===== src/rtl/two_three_demux.sv =====
// Registered 2-lane to 3-output demultiplexer with valid/ready on both sides.
// Lane 1 wins collisions; destination 3 discards the word and bumps DROPS.
`timescale 1ns/1ps
module two_three_demux #(
    parameter int W     = 2,
    parameter int CNT_W = 8
) (
    input  logic             CLK,
    input  logic             RST_N,
    input  logic [W-1:0]     I1,
    input  logic [1:0]       D1,
    input  logic             V1,
    output logic             R1,
    input  logic [W-1:0]     I2,
    input  logic [1:0]       D2,
    input  logic             V2,
    output logic             R2,
    output logic [W-1:0]     X,
    output logic [W-1:0]     Y,
    output logic [W-1:0]     Z,
    output logic             XV,
    output logic             YV,
    output logic             ZV,
    input  logic             XR,
    input  logic             YR,
    input  logic             ZR,
    output logic [CNT_W-1:0] DROPS
);

    logic [2:0]     vld;
    logic [2:0]     rdy;
    logic [W-1:0]   data [3];
    logic [3:0]     free;
    logic [3:0]     ld1;
    logic [3:0]     ld2;
    logic [1:0]     inc;
    logic [CNT_W:0] sum;

    assign rdy  = {ZR, YR, XR};
    // Index 3 is the drop sink, which can always accept.
    assign free = {1'b1, ~vld | rdy};

    assign R1 = free[D1];
    assign R2 = free[D2] & ~(V1 & (D1 == D2) & (D2 != 2'd3));

    assign ld1 = (V1 & R1) ? (4'b0001 << D1) : 4'b0000;
    assign ld2 = (V2 & R2) ? (4'b0001 << D2) : 4'b0000;

    assign inc = {1'b0, ld1[3]} + {1'b0, ld2[3]};
    assign sum = {1'b0, DROPS} + {{(CNT_W-1){1'b0}}, inc};

    always_ff @(posedge CLK or negedge RST_N) begin
        if (!RST_N) begin
            vld   <= '0;
            DROPS <= '0;
            for (int k = 0; k < 3; k++) data[k] <= '0;
        end else begin
            for (int k = 0; k < 3; k++) begin
                if (ld1[k]) begin
                    data[k] <= I1;
                    vld[k]  <= 1'b1;
                end else if (ld2[k]) begin
                    data[k] <= I2;
                    vld[k]  <= 1'b1;
                end else if (rdy[k]) begin
                    vld[k]  <= 1'b0;
                end
            end
            DROPS <= sum[CNT_W] ? {CNT_W{1'b1}} : sum[CNT_W-1:0];
        end
    end

    assign X  = data[0];
    assign Y  = data[1];
    assign Z  = data[2];
    assign XV = vld[0];
    assign YV = vld[1];
    assign ZV = vld[2];

endmodule


===== config.mk =====
export PLATFORM = sky130hd
export DESIGN_NAME = two_three_demux
export DESIGN_NICKNAME = d
export VERILOG_FILES = /design/src/rtl/two_three_demux.sv
export SDC_FILE = /design/constraint.sdc
export NUM_CORES = 1
export LEC_CHECK = 0
export BUFFER_PORTS_ARGS = -buffer_cell sky130_fd_sc_hd__buf_2
export CORE_ASPECT_RATIO = 0.9
export CORE_UTILIZATION = 49
export DETAILED_ROUTE_END_ITERATION = 6
export GPL_TIMING_DRIVEN = 1
export MAX_ROUTING_LAYER = met4
export PLACE_DENSITY_LB_ADDON = 0.1
export SLEW_MARGIN = 40
export SYNTH_ARGS = -nofsm -noshare
export SYNTH_HDL_FRONTEND = slang
export SYNTH_SLANG_ARGS = --single-unit

===== constraint.sdc =====
create_clock -name CLK -period 1.9 [get_ports CLK]
set_clock_uncertainty 0.15 [all_clocks]
set_input_delay 0.285 -clock CLK [delete_from_list [all_inputs] [get_ports CLK]]
set_output_delay 0.285 -clock CLK [all_outputs]
set_load 0.02 [all_outputs]

Yosys cells after proc, flatten, opt, wreduce, memory -nomap -nowiden:

Cells that the tools add are included.

* register bits: 17
* input port bits: 15
* word-level logic and storage cells: 51

* $add $sub $neg: 2
* order comparisons: 2
* equal/unequal tests: 2
* shift operators: 2
* multiplexer cells: 22
* bitwise operators: 8
* reductions and logical operators: 6

Operator list (number)
* $mux W2: 6
* $mux W1: 11
* $add A8 B2 Y9: 1
* $reduce_bool A3 Y1: 3
* $mux W4: 2
* $mux W8: 1
* $shl A1 B2 Y4 const A: 2
* $lt A2 B3 Y1 const B: 2
* $reduce_bool A2 Y1: 3
* $and A1 B1 Y1: 5
* $bmux W1 S2: 2
* $not A3 Y3: 1
* $or A3 B3 Y3: 1
* $add A1 B1 Y2: 1
* $eq A2 B2 Y1: 1
* $ne A2 B2 Y1 const B: 1
* $not A1 Y1: 1

Longest topological paths before layout:

Gate-level depths: netlist (run 1).

* word-level depth: 10
* depth in mapped cells: 9
* mapped depth without buffers: 8

Worst setup path after synthesis (run 1):

OpenSTA, ideal clock, no wires.

* path kind: in2reg
* start: in D1[0]
* end: reg DROPS[6]
* setup time: 0.077 ns
* arrival: 1.722 ns
* required time: 1.673 ns
* path slack: -0.050 ns
* stages: 9
* cells stage by stage: buf_4 inv_1 nor2_1 fa_1 ha_1 and3_1 nand3_1 nor3_1 a21oi_1

* longest elaborated chain between the ends: 10
* elaborated cells between the ends (all ways): 15
* those cells by class: add/sub (2); eq/ne (1); shift (1); mux (5); bitwise (6)

RTL lines
* from (decl): line 11 `input logic [1:0] D1,`
* $eq A2 B2 Y1: line 44 `assign R2 = free[D2] & ~(V1 & (D1 == D2) & (D2 != 2'd3));`
* $and A1 B1 Y1 (2 in series): line 44
* $not A1 Y1: line 44
* $and A1 B1 Y1: line 44
* $and A1 B1 Y1: line 47 `assign ld2 = (V2 & R2) ? (4'b0001 << D2) : 4'b0000;`
* $mux W4: line 47
* $add A1 B1 Y2 *: line 49 `assign inc = {1'b0, ld1[3]} + {1'b0, ld2[3]};`
* $add A8 B2 Y9 *: line 50 `assign sum = {1'b0, DROPS} + {{(CNT_W-1){1'b0}}, inc};`
* $mux W8 *: line 69 `DROPS <= sum[CNT_W] ? {CNT_W{1'b1}} : sum[CNT_W-1:0];`
* to (signal assigned): line 69
* to (decl): line 27 `output logic [CNT_W-1:0] DROPS`

Every way passes the cells marked *; elsewhere a longest branch is shown, timed or not. The select of a mux whose other input is x is not followed.
A chain may end at the register's enable or synchronous reset.

Worst setup path after layout (run 1):

* start: reg vld[0]
* end: out R2

* longest elaborated chain between the ends: 5

RTL lines
* from (decl): line 30 `logic [2:0] vld;`
* from (signal assigned): line 54 `vld <= '0;`
* from (signal, indexed assignment): line 61 `vld[k] <= 1'b1;`
* from (signal, indexed assignment): line 64 `vld[k] <= 1'b1;`
* $not A3 Y3: line 41 `assign free = {1'b1, ~vld | rdy};`
* $or A3 B3 Y3: line 41
* $bmux W1 S2: line 44
* $mux W1 (not written as such): line 44
* $and A1 B1 Y1: line 44
* to (decl): line 17 `output logic R2,`

Every way passes these cells. The select of a mux whose other input is x is not followed.

==> out/results.tsv, run 1 <==
stage	metric	value	unit
worst_setup_path	Worst EP arrival	1360	ps
route	Iter 0 DRT Violations	39	
finish	layout net count	172	
route	DR vias	957	
timing	Slew @ Worst Pin	528.0	ps
power	Clk pwr share	0.158	
die	num rows	15	
finish	number of antenna diodes	0	
yosys	Synth Cell Area	996.0	µm²
timing	Final Hold Violating Endpoints	0	
placement	Final HPWL DP	1780	µm
worst_setup_path	Req. time, crit path	1460	ps
yosys	Yosys cell types	30	
placement	Cells after DPL	174	
route	routed len/inst	12.81	µm
min_path	hold_sp	I1[0]	
power	Flop pwr share	0.451	
cts	clock latency on the worst-skew pair	290	ps
die	IO Pins	34	
finish	layout cells sized above 1	0.3571	
die	DIE AREA	2217	µm²
route	final wirelength	2293	µm
finish	area of the multi-input gates	536.8	µm²
power	Gate power share	0.391	
global_routing	GRT Util Overall	0.2259	
cts	CTS sink count	17	
route	# DRC	0	
cts	CTS tree	done	
power	Tot Pwr	1223	µW
die	die height	44.77	µm
cts	clk buf depth	2	
power	LEAKAGE	0.0006687	µW
power	switching pwr	496.0	µW
cts	number of setup buffers added after CTS	0	
placement	Place WS	-26.14	ps
timing	max_slew headroom	0.6453	
yosys	Mean Syn Cell Area	9.137	µm²
worst_setup_path	Worst setup EP type	output port	
cts	clock transition at the registers of the reported paths	100	ps
global_routing	vias in the first global route	788	
route	DRT antenna net count	0	
finish	area added between synthesis and finish	29.77	%
yosys	Seq/Total Area, Yosys	0.4271	
worst_setup_path	crit path max fanout	3	
timing	# setup viols final	0	
yosys	flops & latches, synth	17	
placement	Port Buffers	33	
run	total of max-cap violations	0	
finish	Layout Cells excl Fill	179	
finish	Fillers	162	
global_routing	initial antenna violation count	0	
die	Core Region	1914	µm²
timing	Final period util	0.9434	
cts	clock root cell	clkbuf_4	
power	Int Power	726.6	µW
yosys	Synthesized Nets	126	
route	Pre-Repair DR Iteration Count	4	
worst_setup_path	Crit Reg-Reg Startpoint	DROPS[0]	
route	Vias/cell	5.346	
timing	final worst setup slack	107.5	ps
power	Pwr Density	945.9	nW/µm²
timing	Slew Viols, Final	0	
timing	f_max	0.5579	GHz
timing	Fin Setup TNS	0	ps
worst_setup_path	WS Path Type	reg2out	
placement	RePlAce Congestion	0.9139	
die	Die Wd	49.52	µm
power	Net Sw Frac	0.4057	
die	Initial Utilization	0.5203	
yosys	Cells after Synth	109	
global_routing	largest net degree at the start of global routing	18	
finish	Seq. cell area	425.4	µm²
global_routing	first-pass GRT wire length	3650	µm
cts	Max H-tree Level	1	
global_routing	GRT Residual Overflow	0	
worst_setup_path	CP Launch Point	vld[0]	
power	maximum VDD drop	0.0006150	V
cts	CTS Buf Count	3	
timing	RSZ-0062 raised after global routing	false	
worst_setup_path	CP Launch Type	register	
min_path	Hold WC Path Type	in2reg	
run_status	outcome	finished clean	
yosys	Ys Warns	0	
timing	Final min period	1792	ps
finish	most frequent cells in the layout	buf_2 (32), dfrtp_1 (17), nor2_1 (14), nand2_1 (10), buf_4 (10)	
finish	commonest non-fill, non-tap cell in the layout	buf_2	
per-layer routing:
| layer | track usage | share of wire | vias to the layer above | wire length [µm] |
|---|---|---|---|---|
| li1 | - | - | 483 | - |
| met1 | 0.3362 | 0.50 | 433 | 1156 |
| met2 | 0.3162 | 0.43 | 39 | 993 |
| met3 | 0.04040 | 0.056 | 2 | 129 |
| met4 | 0.05714 | 0.0061 | 0 | 14 |
| met5 | - | 0 | - | 0 |
path summary, 6_finish.rpt:
path | to | slack, ps | depth (start not counted)
max in group asynchronous | Y[1] | 1030 | 2
min in group asynchronous | DROPS[7] | 290 | 2
min | Z[0] | 100 | 3
max reg2reg | DROPS[6] | 150 | 6
min reg2reg | X[1] | 400 | 2
max | R2 | 110 | 5
cell usage after synthesis (all sizes together):
cell type | n | share of area
and3 | 2 | 0.013
nor4bb | 1 | 0.025
and4 | 2 | 0.018
nand2 | 10 | 0.038
nand4 | 2 | 0.013
nand3 | 8 | 0.050
nor2 | 14 | 0.053
a22oi | 2 | 0.020
dfrtp | 17 | 0.43
buf | 2 | 0.015
o211ai | 1 | 0.0075
a21oi | 8 | 0.040
nand2b | 5 | 0.031
nor3b | 1 | 0.0075
mux2i | 4 | 0.040
a211o | 3 | 0.028
xnor2 | 1 | 0.0088
nor3 | 4 | 0.020
a31oi | 2 | 0.013
o21ai | 4 | 0.020
and2b | 1 | 0.0075
ha | 1 | 0.013
inv | 7 | 0.026
nor2b | 3 | 0.019
o2111ai | 2 | 0.018
a221o | 1 | 0.010
fa | 1 | 0.020
flip-flops by register name, summed over array words and instances, names as in the netlist:
name   cells
DROPS      8
X          2
Y          2
Z          2
vld        3
layout make-up:
cell class                      instances  area share
Multi-Input combinational cell         83      0.4153
Sequential cell                        17      0.3291
Timing Repair Buffer                   43      0.1897
Tap cell                               25     0.02420
Inverter                                7     0.02033
Clock buffer                            3     0.01742
Clock inverter                          1    0.003872
timing repair:
item | in CTS | in global routing
endpoints found under the hold margin | 17 | 0
endpoints found under the setup margin | 0 | 2
hold buffers | 1 | 0
resized for setup | 0 | 5
power groups by stage:
| stage | logic, µW | registers [µW] | clock network (µW) |
|---|---|---|---|
| CTS | 476 | 548 | 199 |
| global placement | 468 | 548 | 0 |
| global route | 520 | 568 | 218 |
| floorplan | 175 | 661 | 0 |
| detailed placement | 468 | 556 | 0 |
| finish | 478 | 552 | 193 |
through the flow:
| stage | hold WS, ps | utilization | instance area [µm²] |
|---|---|---|---|
| final | 100.7 | 0.6752 | 1292 |
| after global routing | 98.52 | 0.6752 | 1292 |
| after CTS | 96.59 | 0.6699 | 1282 |
| after detailed placement | 77.34 | 0.6503 | 1245 |
| after global placement | 77.39 | 0.6503 | 1245 |
| after floorplan | -160.6 | - | 996.0 |
kinds of logic after synthesis:
family,Yosys count,synth area share
muxes,4,0.04020
DFF,17,0.4271
AOI/OAI and AO/OA,23,0.1558
and+or+nand+nor,53,0.2940
buffers and inverters,9,0.04146
adders and majority gates,2,0.03266
xor gates and xnor gates,1,0.008796
worst max-delay path: stages, from the launching register on:
cell and delay, ps:
dfrtp_1 400, nor2b_2 170, mux2i_1 120, o21ai_1 70, a21oi_1 140, buf_4 160
Power figures use the tool's default switching activity.
==> inputs of run 2 (changes only) <==
- CORE_ASPECT_RATIO: 0.9 -> 0.75
- CORE_UTILIZATION: 49 -> 51
- CTS_BUF_LIST: unset -> sky130_fd_sc_hd__clkbuf_4 sky130_fd_sc_hd__clkbuf_8
- PLACE_DENSITY: unset -> 0.92
- PLACE_DENSITY_LB_ADDON: 0.1 -> unset
==> out/results.tsv, run 2 (synthesized netlist as in run 1, its figures left out) <==
stage	metric	value	unit	change
timing	max_slew headroom	0.6131		-0.03225
die	Die Wd	53.03	µm	+7.1%
worst_setup_path	Crit Reg-Reg Startpoint	DROPS[0]		
global_routing	first-pass GRT wire length	4126	µm	+13%
route	final wirelength	2595	µm	+13%
cts	clock latency on the worst-skew pair	300	ps	about the same
finish	layout net count	171		-0.58%
die	IO Pins	34		unchanged
finish	Final Instance Area	1296	µm²	+0.29%
worst_setup_path	CP max stage delay	430	ps	+30 ps
finish	Fillers	143		-12%
cts	clock transition at the registers of the reported paths	110	ps	about the same
min_path	Worst Hold Path EP	Z[0]		
finish	most frequent cells in the layout	buf_2 (32), dfrtp_1 (17), nor2_1 (14), nand2_1 (9), buf_4 (9)		
worst_setup_path	CP Launch Type	register		
worst_setup_path	flop2flop setup slack	120	ps	-30 ps
power	Pwr Density	971.0	nW/µm²	+2.7%
die	DIE AREA	2135	µm²	-3.7%
finish	Reg with most FFs	DROPS		
cts	number of setup buffers added after CTS	0		unchanged
route	# DRC	0		unchanged
worst_setup_path	crit path max fanout	4		+1
timing	Hold WS	98.74	ps	-1.989 ps
timing	RSZ-0062 raised after global routing	false		
cts	CTS sink count	17		unchanged
worst_setup_path	worst reg-to-reg path cell count	5		-1
die	Core Region	1789	µm²	-6.5%
timing	Slew @ Worst Pin	576.0	ps	+48.01 ps
timing	f_max	0.5610	GHz	+0.55%
finish	utilization after layout	0.7245		+0.04931
min_path	hold_sp	I1[0]		
power	LEAKAGE	0.0006705	µW	+0.27%
finish	layout cells sized above 1	0.3595		+0.002334
worst_setup_path	Worst setup EP type	register		
placement	Final HPWL DP	2042	µm	+15%
worst_setup_path	reg2reg end	DROPS[3]		
die	num rows	13		-2
worst_setup_path	cell chain of the critical path	fa_2, ha_1, and3_1, nand2_2, o21ai_0		
placement	RePlAce Congestion	0.9870		+8.0%
worst_setup_path	CP max-delay cell	dfrtp_1		
power	maximum VDD drop	0.0006602	V	+7.4%
timing	Final min period	1783	ps	-9.862 ps
finish	Top Registers	DROPS: 8 flops, vld: 3 flops		
timing	Final period util	0.9382		-0.005191
min_path	hold path cells	3		unchanged
worst_setup_path	CP top delay family	adder cells		
timing	Final Hold Violating Endpoints	0		unchanged
global_routing	GRT Residual Overflow	0		unchanged
global_routing	largest net degree at the start of global routing	18		unchanged
route	DRT antenna net count	0		unchanged
placement	Port Buffers	33		unchanged
worst_setup_path	Req. time, crit path	1920	ps	+460 ps
finish	number of antenna diodes	0		unchanged
route	Pre-Repair DR Iteration Count	4		unchanged
route	Iter 0 DRT Violations	39		unchanged
placement	Placement Cell Area	1234	µm²	-0.90%
cts	CTS tree	done		
cts	Max H-tree Level	1		unchanged
worst_setup_path	Worst EP arrival	1800	ps	+440 ps
finish	max FFs per register	8		unchanged
cts	clock root cell	clkbuf_4		
die	Initial Utilization	0.5566		+0.03638
global_routing	vias in the first global route	952		+21%
run	total of max-cap violations	0		unchanged
route	DR vias	1048		+9.5%
min_path	Hold WC Path Type	in2reg		
worst_setup_path	WS Path Type	reg2reg		
cts	clk buf depth	2		unchanged
cts	CTS Buf Count	3		unchanged
route	Vias/cell	5.989		+12%
timing	Slew Viols, Final	0		unchanged
worst_setup_path	CP Buf/Inv Count	0		-1
finish	commonest non-fill, non-tap cell in the layout	buf_2		
run_status	outcome	finished clean		
global_routing	initial antenna violation count	0		unchanged
timing	# setup viols final	0		unchanged
timing	Fin Setup TNS	0	ps	unchanged
finish	area added between synthesis and finish	30.15	%	
die	die height	40.27	µm	-10%
global_routing	GRT Util Overall	0.2913		+0.06546
route	routed len/inst	14.83	µm	+16%
## run 2: changes by cell type in the layout (fill, tap and decap cells not counted), sizes merged
cell / delta
buf: -1
clkbuf: +1
clkinv: -1
## run 2: where the power goes
| group | total [µW] | internal (µW) | switching [µW] |
|---|---|---|---|
| logic | 488 | 194 | 294 |
| registers | 554 | 456 | 97.6 |
| clock network | 216 | 96.1 | 120 |
| total | 1260 | 747 | 512 |
## run 2: worst register-to-register path, stage by stage (launching register included)
cell and delay [ps]:
dfrtp_1 430, fa_2 410, ha_1 210, and3_1 230
nand2_2 110, o21ai_0 110
## run 2: cell type report
cell class	instances	area [µm²]	share of cell area
multi-input cells	83	549.3	0.4237
clock buffers	4	30.03	0.02317
repair buffers	42	237.7	0.1834
well taps	22	27.53	0.02124
inverters	7	26.28	0.02027
flip-flops and latches	17	425.4	0.3282
## run 2: worst max path at each step
| stage | start | to | slack (ps) | cells past startpoint |
|---|---|---|---|---|
| 2_1_floorplan | D1[0] | DROPS[6] | 5 | 9 |
| 3_3_place_gp | V1 | DROPS[5] | 60 | 8 |
| 3_5_place_dp | V1 | DROPS[3] | -40 | 8 |
| 4_1_cts | DROPS[0] | DROPS[3] | 40 | 5 |
| 5_1_grt | vld[0] | R2 | 20 | 5 |
| 6_report | DROPS[0] | DROPS[3] | 120 | 5 |
## run 2: per-layer routing
layer  wire length, µm  GRT usage
met5                 0          -
met4                10    0.06579
met3               251     0.1061
met2              1285     0.4873
met1              1047     0.3402
## run 2: per-stage QoR
stage / setup slack, ps / power, µW / cells
2_1_floorplan: 4.922 / 836.2 / 109
3_3_place_gp: 55.90 / 1006 / 170
3_5_place_dp: -41.49 / 1034 / 170
4_1_cts: 43.42 / 1246 / 175
5_1_grt: 18.69 / 1333 / 175
6_report: 117.4 / 1259 / 175
## run 2: what timing repair did
item	CTS	global route
gates resized for setup	1	7
hold endpoints to repair	17	0
endpoints found under the setup margin	1	4
hold buffers	1	0
==> inputs of run 3 (changes only) <==
- ABC_AREA: unset -> 1
- CORE_UTILIZATION: 51 -> 52
- PLACE_DENSITY: 0.92 -> unset
- PLACE_DENSITY_LB_ADDON: unset -> 0.25
==> out/results.tsv, run 3 <==
stage	metric	value	unit	change
run_status	outcome	finished, violations left		
run_status	failing checks	setup timing		
timing	Final min period	2352	ps	+569.1 ps
cts	clock root cell	clkbuf_4		
power	Tot Pwr	1392	µW	+11%
route	# DRC	0		unchanged
die	Core Region	1838	µm²	+2.7%
timing	RSZ-0062 raised after global routing	true		
yosys	Post-synth EDFFs	0		unchanged
yosys	Seq/Total Area, Yosys	0.3935		-0.03362
yosys	Post-synth top cells	nand2_1 (45), inv_1 (19), dfrtp_1 (17), nand3_1 (13)		
worst_setup_path	crit path max fanout	4		unchanged
cts	CTS sink count	17		unchanged
worst_setup_path	reg2reg end	DROPS[5]		
yosys	Synth Cell Area	1081	µm²	+8.5%
worst_setup_path	worst reg-to-reg path cell count	15		+10
finish	max FFs per register	8		unchanged
placement	Final HPWL DP	2271	µm	+11%
finish	utilization after layout	0.8897		+0.1652
timing	Fin Setup TNS	-3221	ps	-3221 ps
finish	Top Registers	DROPS: 8 flops, vld: 3 flops		
worst_setup_path	Req. time, crit path	1950	ps	+30 ps
min_path	Worst Hold Path EP	Y[0]		
die	DIE AREA	2267	µm²	+6.2%
route	DR vias	1384		+32%
route	routed len/inst	18.45	µm	+24%
power	LEAKAGE	0.0009141	µW	+36%
cts	Max H-tree Level	1		unchanged
yosys	asr flop ratio synth	1.000		unchanged
timing	# setup viols final	9		+9
timing	Hold WS	166.5	ps	+67.80 ps
finish	commonest non-fill, non-tap cell in the layout	nand2_1		
power	Pwr Density	850.9	nW/µm²	-12%
global_routing	first-pass GRT wire length	5768	µm	+40%
yosys	Area contributors post-synth	dfrtp_1 (39%), nand2_1 (16%), inv_1 (6.6%)		
global_routing	GRT Residual Overflow	0		unchanged
yosys	Yosys cell types	25		-17%
route	Pre-Repair DR Iteration Count	5		+1
worst_setup_path	Worst setup EP type	register		
worst_setup_path	Crit Reg-Reg Startpoint	vld[1]		
global_routing	initial antenna violation count	0		unchanged
min_path	Hold WC Path Type	in2reg		
yosys	ys flop type	dfrtp_1		
placement	Port Buffers	33		unchanged
die	die height	41.49	µm	+3.0%
global_routing	GRT Util Overall	0.3737		+0.08231
route	Vias/cell	6.044		+0.92%
global_routing	vias in the first global route	1239		+30%
die	Die Wd	54.65	µm	+3.1%
placement	RePlAce Congestion	0.9013		-8.7%
yosys	Ys Warns	0		unchanged
route	DRT antenna net count	0		unchanged
timing	Slew Viols, Final	0		unchanged
worst_setup_path	CP Launch Type	register		
yosys	Cells after Synth	144		+32%
power	maximum VDD drop	0.0009292	V	+41%
cts	clock transition at the registers of the reported paths	110	ps	about the same
timing	f_max	0.4252	GHz	-24%
min_path	hold_sp	I2[0]		
route	final wirelength	4225	µm	+63%
cts	clk buf depth	2		unchanged
finish	layout cells sized above 1	0.5121		+0.1526
yosys	flops & latches, synth	17		unchanged
finish	Reg with most FFs	DROPS		
yosys	most frequent cell after synthesis	nand2_1		
die	num rows	13		unchanged
finish	number of antenna diodes	0		unchanged
global_routing	largest net degree at the start of global routing	18		unchanged
cts	CTS Buf Count	3		unchanged
min_path	hold path cells	5		+2
route	Iter 0 DRT Violations	107		+170%
timing	Slew @ Worst Pin	399.9	ps	-176.1 ps
yosys	largest area contributor in the netlist	dfrtp_1		
die	IO Pins	34		unchanged
timing	Final Hold Violating Endpoints	0		unchanged
worst_setup_path	Worst EP arrival	2400	ps	+600 ps
finish	layout net count	225		+32%
cts	clock latency on the worst-skew pair	300	ps	about the same
yosys	Yosys top cell area share	0.3935		-0.03362
yosys	Mean Syn Cell Area	7.507	µm²	-18%
timing	final worst setup slack	-451.7	ps	-569.1 ps
timing	Final period util	1.238		+0.2995
run	total of max-cap violations	0		unchanged
timing	max_slew headroom	0.7334		+0.1204
die	Initial Utilization	0.5882		+0.03151
yosys	Synthesized Nets	161		+28%
finish	area added between synthesis and finish	51.27	%	
worst_setup_path	WS Path Type	reg2reg		
cts	CTS tree	done		
finish	most frequent cells in the layout	nand2_1 (37), buf_2 (32), buf_4 (23), inv_1 (16), dfrtp_1 (14)		
worst_setup_path	flop2flop setup slack	-450	ps	-570 ps
[run 3: cell count changes in the layout (fill, tap and decap cells not counted), sizes merged, moves of 3 or more]
| cell | before | now |
|---|---|---|
| nand4 | 2 | 11 |
| inv | 7 | 21 |
| nand3 | 8 | 15 |
| nand2b | 5 | 0 |
| nand2 | 10 | 49 |
| mux2i | 4 | 0 |
| a211o | 3 | 0 |
| a21oi | 8 | 2 |
| nor2b | 3 | 0 |
| buf | 41 | 59 |
[run 3: routing by layer]
| layer | part of all wire | GRT usage | wire length, µm | vias to the layer above |
|---|---|---|---|---|
| met4 | 0.074 | 0.1795 | 311 | 0 |
| met3 | 0.12 | 0.06960 | 521 | 42 |
| met1 | 0.35 | 0.4586 | 1487 | 629 |
| met2 | 0.45 | 0.5783 | 1904 | 119 |
| li1 | - | - | - | 594 |
| met5 | 0 | - | 0 | - |
[run 3: repair_timing]
item / 4_1_cts / 5_1_grt
gates resized for setup: 20 / 5
pin swaps: 14 / 7
hold buffers: 1 / 0
setup endpoints to repair: 8 / 9
gates cloned: 0 / 0
endpoints found under the hold margin: 17 / 0
buffers inserted: 9 / 3
[run 3: final cells by class]
type,count,area [µm²]
multi-input combinational,105,684.4
sequential,17,429.2
inverter,21,78.83
tap,22,27.53
timing repair buffer,60,387.9
clock buffer,3,22.52
clock inverter,1,5.005
fill,87,202.7
[run 3: cell families after synthesis]
logic type / synth area share
adders and majority gates: 0.03009
and+or+nand+nor: 0.4595
AOI/OAI and AO/OA: 0.03704
DFF: 0.3935
buffers and inverters: 0.07987
[run 3: through the flow]
stage | cell area, µm² | worst slack, ps | instances
CTS | 1600 | -412.2 | 226
global route | 1635 | -507.5 | 229
finish | 1635 | -451.7 | 229
floorplan | 1137 | -395.0 | 144
global placement | 1428 | -388.1 | 212
detailed placement | 1428 | -552.8 | 212
[run 3: worst max-delay path, stage by stage, from the launching register on]
cell and delay [ps]:
dfrtp_2 380, inv_2 50, nor2_4 140, buf_6 130
nand2_2 60, nand2_4 90, nor2_8 40, nand4_1 60
inv_1 60, fa_2 390, ha_4 190, nand2_4 70
inv_2 40, nand4_1 160, buf_6 150, nand3_2 70
[run 3: how the worst max path moves through the flow]
stage | from | to | slack (ps) | depth (start not counted)
floorplan | vld[0] | DROPS[4] | -400 | 15
global placement | D2[0] | DROPS[2] | -390 | 14
detailed placement | D2[0] | DROPS[2] | -550 | 14
CTS | vld[1] | DROPS[4] | -410 | 15
global route | vld[1] | DROPS[5] | -510 | 15
finish | vld[1] | DROPS[5] | -450 | 15
[run 3: power breakdown]
| part | switching [µW] | internal, µW |
|---|---|---|
| Combinational | 382 | 243 |
| Sequential | 107 | 452 |
| Clock | 128 | 78.7 |
